File: config.mk
export PLATFORM = sky130hd
export DESIGN_NAME = multicycle_control_unit
export DESIGN_NICKNAME = d
export VERILOG_FILES = /design/src/rtl/multicycle_control_unit.sv
export SDC_FILE = /design/constraint.sdc
export NUM_CORES = 1
export LEC_CHECK = 0
export BUFFER_PORTS_ARGS = -buffer_cell sky130_fd_sc_hd__buf_2
export CELL_PAD_IN_SITES_DETAIL_PLACEMENT = 1
export CELL_PAD_IN_SITES_GLOBAL_PLACEMENT = 1
export CORE_MARGIN = 4
export CORE_UTILIZATION = 44
export CTS_BUF_LIST = sky130_fd_sc_hd__clkbuf_8
export CTS_CLUSTER_DIAMETER = 80
export CTS_CLUSTER_SIZE = 40
export DETAILED_ROUTE_END_ITERATION = 7
export GPL_ROUTABILITY_DRIVEN = 1
export GPL_TIMING_DRIVEN = 0
export PLACE_DENSITY = 0.95
export SLEW_MARGIN = 20
export SYNTH_ARGS = -nofsm -noshare
export SYNTH_HDL_FRONTEND = slang
export SYNTH_SLANG_ARGS = --single-unit
File: constraint.sdc
create_clock -name clk -period 3.05 [get_ports clk]
set_input_delay 0.1525 -clock clk [delete_from_list [all_inputs] [get_ports clk]]
set_output_delay 0.1525 -clock clk [all_outputs]
set_load 0.03 [all_outputs]
File: src/rtl/multicycle_control_unit.sv
// multicycle_control_unit: FSM sequencing RV64I-subset instructions over a shared datapath and one memory port.
module multicycle_control_unit #(
    parameter int MEM_TIMEOUT = 16,
    parameter bit EN_JAL      = 1'b1,
    parameter int RET_W       = 32
) (
    input  logic             clk,
    input  logic             reset_n,
    input  logic [6:0]       opcode,
    input  logic             mem_ready,
    input  logic             halt,
    output logic             mem_req,
    output logic             mem_read,
    output logic             mem_write,
    output logic             iord,
    output logic             ir_write,
    output logic             pc_write,
    output logic             branch,
    output logic [1:0]       pc_src,
    output logic             alu_src_b,
    output logic [1:0]       alu_op,
    output logic [1:0]       wb_sel,
    output logic             reg_write,
    output logic             illegal_instr,
    output logic             bus_error,
    output logic [RET_W-1:0] retired,
    output logic [3:0]       state_dbg
);
    typedef enum logic [3:0] {
        S_FETCH  = 4'd0,
        S_DECODE = 4'd1,
        S_EXEC_R = 4'd2,
        S_EXEC_I = 4'd3,
        S_WB_ALU = 4'd4,
        S_ADDR   = 4'd5,
        S_MEM_RD = 4'd6,
        S_WB_MEM = 4'd7,
        S_MEM_WR = 4'd8,
        S_BRANCH = 4'd9,
        S_JUMP   = 4'd10,
        S_FAULT  = 4'd11
    } state_t;

    localparam int WW = (MEM_TIMEOUT > 0) ? $clog2(MEM_TIMEOUT + 1) : 1;
    localparam logic [WW-1:0] LIMIT = WW'((MEM_TIMEOUT > 0) ? MEM_TIMEOUT - 1 : 0);

    state_t           r_state, w_next;
    logic [WW-1:0]    r_wait;
    logic [RET_W-1:0] r_retired;
    logic             r_bus_error;
    logic             w_req, w_rd, w_wr, w_iord, w_irw, w_pcw, w_br, w_asb, w_rw, w_ill;
    logic [1:0]       w_pcs, w_aop, w_wbs;
    logic             w_wait, w_timeout, w_retire;

    always_comb begin
        w_next   = r_state;
        w_req    = 1'b0;
        w_rd     = 1'b0;
        w_wr     = 1'b0;
        w_iord   = 1'b0;
        w_irw    = 1'b0;
        w_pcw    = 1'b0;
        w_br     = 1'b0;
        w_pcs    = 2'b00;
        w_asb    = 1'b0;
        w_aop    = 2'b00;
        w_wbs    = 2'b00;
        w_rw     = 1'b0;
        w_ill    = 1'b0;
        w_retire = 1'b0;
        unique case (r_state)
            S_FETCH: if (!halt) begin
                w_req = 1'b1;
                w_rd  = 1'b1;
                if (mem_ready) begin
                    w_irw  = 1'b1;
                    w_pcw  = 1'b1;
                    w_next = S_DECODE;
                end
            end
            S_DECODE: case (opcode)
                7'b0110011: w_next = S_EXEC_R;
                7'b0010011: w_next = S_EXEC_I;
                7'b0000011,
                7'b0100011: w_next = S_ADDR;
                7'b1100011: w_next = S_BRANCH;
                7'b1101111: begin
                    w_ill  = !EN_JAL;
                    w_next = EN_JAL ? S_JUMP : S_FETCH;
                end
                default: begin
                    w_ill  = 1'b1;
                    w_next = S_FETCH;
                end
            endcase
            S_EXEC_R: begin
                w_aop  = 2'b10;
                w_next = S_WB_ALU;
            end
            S_EXEC_I: begin
                w_asb  = 1'b1;
                w_next = S_WB_ALU;
            end
            S_WB_ALU: begin
                w_rw     = 1'b1;
                w_retire = 1'b1;
                w_next   = S_FETCH;
            end
            S_ADDR: begin
                w_asb  = 1'b1;
                w_next = (opcode == 7'b0100011) ? S_MEM_WR : S_MEM_RD;
            end
            S_MEM_RD: begin
                w_req  = 1'b1;
                w_rd   = 1'b1;
                w_iord = 1'b1;
                w_next = mem_ready ? S_WB_MEM : S_MEM_RD;
            end
            S_WB_MEM: begin
                w_rw     = 1'b1;
                w_wbs    = 2'b01;
                w_retire = 1'b1;
                w_next   = S_FETCH;
            end
            S_MEM_WR: begin
                w_req    = 1'b1;
                w_wr     = 1'b1;
                w_iord   = 1'b1;
                w_retire = mem_ready;
                w_next   = mem_ready ? S_FETCH : S_MEM_WR;
            end
            S_BRANCH: begin
                w_aop    = 2'b01;
                w_br     = 1'b1;
                w_pcs    = 2'b01;
                w_retire = 1'b1;
                w_next   = S_FETCH;
            end
            S_JUMP: begin
                w_pcw    = 1'b1;
                w_pcs    = 2'b10;
                w_rw     = 1'b1;
                w_wbs    = 2'b10;
                w_retire = 1'b1;
                w_next   = S_FETCH;
            end
            S_FAULT: w_next = S_FAULT;
            default: w_next = S_FETCH;
        endcase
        // a stalled access that exhausts its wait budget overrides every other transition
        w_wait    = w_req && !mem_ready;
        w_timeout = (MEM_TIMEOUT > 0) && w_wait && (r_wait == LIMIT);
        if (w_timeout) w_next = S_FAULT;
    end

    always_ff @(posedge clk or negedge reset_n) begin
        if (!reset_n) begin
            r_state     <= S_FETCH;
            r_wait      <= '0;
            r_retired   <= '0;
            r_bus_error <= 1'b0;
        end else begin
            r_state <= w_next;
            r_wait  <= w_wait ? r_wait + 1'b1 : '0;
            if (w_retire) r_retired <= r_retired + 1'b1;
            if (w_timeout) r_bus_error <= 1'b1;
        end
    end

    // strobes are gated so they fall the instant reset_n drops, not at the next edge
    assign {mem_req, mem_read, mem_write, iord, ir_write, pc_write, branch, pc_src,
            alu_src_b, alu_op, wb_sel, reg_write, illegal_instr} = reset_n ?
           {w_req, w_rd, w_wr, w_iord, w_irw, w_pcw, w_br, w_pcs, w_asb, w_aop, w_wbs, w_rw, w_ill} : '0;
    assign bus_error = r_bus_error;
    assign retired   = r_retired;
    assign state_dbg = r_state;
endmodule

# Word-level counts from Yosys, hierarchy flattened
# Index checks and enable logic that the tools add are counted.
# word_totals
regBits	42
latch_bits	0
ramBits	0
mem_bits_ro	0
inputBits	11
output_inout_bits	53
word_cells	66
mem_count	0
# op_classes
add_sub_neg	2
multipliers	0
div	0
order_cmp	0
eq_ne	20
shift	0
muxes	28
n_bitwise	0
n_reduce_logical	12
# op_table
op	n
$add A32 B1 Y32 const B	1
$pmux W4 S7	1
$mux W4	5
$pmux W4 S5	1
$eq A4 B3 Y1 const B	4
$eq A4 B4 Y1 const B	4
$mux W16	1
$eq A7 B6 Y1 const B	2
$eq A7 B7 Y1 const B	2
$mux W1	12
$pmux W2 S2	3
$eq A4 B2 Y1 const B	2
$pmux W1 S2	4
$reduce_or A2 Y1	4
$eq A7 B2 Y1 const B	1
$eq A7 B5 Y1 const B	1
$ne A3 B3 Y1 const B	2
$reduce_or A6 Y1	1
$add A5 B1 Y5 const B	1
$eq A5 B4 Y1 const B	1
$mux W5	1
$eq A4 B1 Y1 const B	1
$logic_not A4 Y1	1
$reduce_or A4 Y1	1
4 further kinds	5

# Depth between registers and ports, before layout
# logic_depth
depth_word	7
mapped_depth	6
ltp_nobuf	5

# Worst setup path after synthesis
# Ideal clock, no wire load.
# synth_path
kind	register -> output
start	reg r_state[0] (netlist: state_dbg[0])
end	out ir_write
arrival_time_ns	2.028
t_required_ns	2.897
slack_ns	0.870
stages_incl_launch_ff	5
path_buffers	2
cell_sequence	dfrtp_1 -> clkbuf_1 -> nand2b_1 -> clkbuf_1 -> nor4_1
# synth_between
elab_chain_cells	3
# synth_rtl
element	line	source
from (decl)	47	state_t r_state, w_next;
from (signal assigned)	163	r_state <= w_next;
$logic_not A4 Y1	71	unique case (r_state)
$mux W1	71	
$mux W16	172	alu_src_b, alu_op, wb_sel, reg_write, illegal_instr} = reset_n ?
to (decl)	16	output logic ir_write,
# Every way passes these cells.

# Worst setup path in the final report
# layout_path
start	in reset_n
end	out alu_op[1]
# layout_between
elab_chain_cells	1
# layout_rtl
element	line	source
from (decl)	8	input logic reset_n,
$mux W16	172	
to (decl)	21	output logic [1:0] alu_op,
# Every way passes these cells.

==> results by group <==
Setup path
  • Critical Path RT: 2900 ps
  • Worst Setup End Kind: output pin
  • Critical path class: input port to output pin
  • Maximum fanout along the worst path: 48
  • Worst setup SP type: input port
  • Crit path DAT: 2140 ps

Global routing
  • GRT met3 Usage: 4.37%
  • Grt peak-use layer: met2
  • Initial antenna violation count: 0
  • Grt ovf: 0
  • Largest net degree at the start of global routing: 49
  • Vias in the first global route: 2201
  • Total GRT Usage: 20.9%
  • First-pass GRT wire length: 10500 µm
  • GR Layer Usage met2: 37.3%
  • GRT met1 Usage: 24.0%

Cells and area
  • Share of layout cells above drive strength 1: 26.5%
  • Seq. cell area: 1050 µm²
  • Multi-input combinational cell area: 1200 µm²
  • Fill cells: 637
  • Fin cells: 383
  • Final net count: 327
  • Design area: 2820 µm²
  • P&R area growth vs syn: 21.3%
  • Ant. Diodes: 0

Logic synthesis
  • Post-synthesis instance total: 242
  • Synth Area per Inst: 9.60 µm²
  • Synth cell types: 46
  • Most frequent cells after synthesis: dfrtp_1, nand2_1, nor2_1
  • Most common cell in the netlist: dfrtp_1
  • Ys async rst share: 100%
  • Top FF cell, synth: dfrtp_1
  • Top post-synthesis cells by area: dfrtp_1, xnor2_1, xor2_1, nor4_1, nand2_1
  • Post-synthesis cell area: 2320 µm²
  • Syn_nets: 256
  • Sequential-to-total area share from yosys stat: 45.2%
  • Area leader, netlist: dfrtp_1
  • Area share of the largest cell type after synthesis: 45.2%
  • EDFF count, synth: 0
  • Ys Warns: 0
  • Synthesized flop and latch total: 42

Clock tree
  • Clk_lat worst skew: 300 ps
  • CTS buffer count: 5
  • Clk sinks: 42
  • CTS tree: built
  • Clock Pin Slew Worst Setup and Hold Paths: 70 ps
  • H-tree Lvls: 2
  • Clock Tree Root: clkbuf_8
  • Setup Buffers After CTS: 0
  • Buffer depth of the longest clock path: 2
  • Post_cts resized: 0

Flow run
  • Max Cap Viol: 0

Power and ir drop
  • P_sw: 827 µW
  • Pwr Density: 665 nW/µm²
  • P_int: 1.05 mW
  • Worst VDD drop: 0.308 mV
  • Reg power frac: 38.6%
  • Clk pwr share: 18.1%
  • Combinational share of power: 43.3%
  • Final Total Pwr: 1.87 mW
  • Leak: 1.39 nW
  • Sw Ratio: 44.2%

Timing
  • Slew of the pin with the lowest slew margin: 612 ps
  • Fin crit share: 75.1%
  • RSZ-0062 raised after global routing: no
  • Slew Limit Headroom: 59.2%
  • Slew Limit Fails: 0
  • Achievable frequency: 0.437 GHz
  • Fin Clk Skew: 10.9 ps
  • Final Hold Fails: 0
  • Tmin final: 2290 ps
  • Final setup viols: 0
  • Setup TNS: 0 ps

Placement
  • Dpl cells: 375
  • DP Wirelength: 4860 µm
  • Gpl congestion: 0.808
  • Port-buffer cells: 63
  • Post-DP Area: 2730 µm²

Worst hold path
  • HP Class: input port to register

Detailed routing
  • Routed Antenna Nets: 0
  • Iter 0 DRT Violations: 68
  • DR pass1 iterations: 4
  • Final WL: 6410 µm
  • Vias per cell: 5.45
  • Vias post-DR: 2089
  • Average wire per cell in the routed design: 16.7 µm
  • DRC Markers: 0

Floorplan
  • Starting Density: 45.5%
  • Area of the die: 6510 µm²
  • Top-level I/O count: 64
  • Die Ht: 80.7 µm
  • Chip Width: 80.7 µm
  • Core area: 5110 µm²
  • Count of standard-cell rows: 26

Outcome
  • Outcome: finished clean
[per-layer routing]
metal  share of wire, %  up-vias
li1                   -      997
met1                 42     1017
met2                 50       64
met3                5.4       11
met4                2.2        0
met5                  0        -
[placed cells by master, fill, tap and decap left out, drive strengths merged, types with 4 or more instances in the layout]
| master | count |
|---|---|
| xnor2 | 19 |
| nor3 | 14 |
| buf | 66 |
| clkbuf | 12 |
| dfrtp | 42 |
| nor4 | 13 |
| a21oi | 8 |
| and4 | 4 |
| nand4 | 11 |
| nand3 | 12 |
| and3 | 4 |
| inv | 8 |
| xor2 | 16 |
| nand2 | 21 |
| nor2 | 22 |
[logic make-up after synthesis]
logic type                 Yosys count  synth area share [%]
DFF                                 42                  45.2
AOI/OAI and AO/OA                   23                  7.05
adders and majority gates            3                  1.62
muxes                                2                 0.915
buffers and inverters               18                  3.28
and+or+nand+nor                    119                  28.7
xor gates and xnor gates            35                  13.2
[metrics by stage]
step | util, % | worst slack, ps | hold slack (ps)
2_1_floorplan | - | 870 | -143
4_1_cts | 54.9 | 910 | 56.3
5_1_grt | 55.2 | 625 | 194
3_3_place_gp | 53.4 | 1040 | 375
6_report | 55.2 | 759 | 186
3_5_place_dp | 53.4 | 965 | 382
[repair_timing]
action	in CTS	in global routing
setup endpoints to repair	0	0
hold buffers	0	1
endpoints found under the hold margin	0	42
[final cells by class]
cell class	count	share of cell area [%]
inverters	8	1.07
well taps	70	3.11
multi-input cells	182	42.5
clock buffers	5	2.44
repair buffers	64	11.6
flip-flops and latches	42	37.3
plain buffers	10	1.64
clock inverters	2	0.355
[worst paths after layout]
kind	startpoint	to	slack, ps	cells past startpoint
min in group asynchronous	reset_n	retired[11]	400	2
worst min register to register	bus_error	bus_error	450	1
worst max register to register	retired[0]	retired[20]	950	5
worst max-delay path	reset_n	alu_op[1]	760	6
worst min-delay path	opcode[0]	state_dbg[1]	190	3
max in group asynchronous	reset_n	r_wait[0]	2230	2
[sequential cells by signal (all words and copies together) (netlist names)]
register / count
r_wait: 5
bus_error: 1
state_dbg: 4
retired: 32
[worst max-delay path: stages]
cell           delay, ps
dlygate4sd3_1        520
buf_4                500
nand2b_1             110
clkbuf_1             230
nor4_1               320
buf_2                270
[power groups by stage]
stage	registers, mW	logic, mW	clock network, mW
3_3_place_gp	0.724	0.786	0
2_1_floorplan	0.825	0.480	0
5_1_grt	0.735	0.892	0.374
3_5_place_dp	0.732	0.815	0
4_1_cts	0.723	0.820	0.348
6_report	0.722	0.811	0.340
Power figures use the tool's default switching activity.
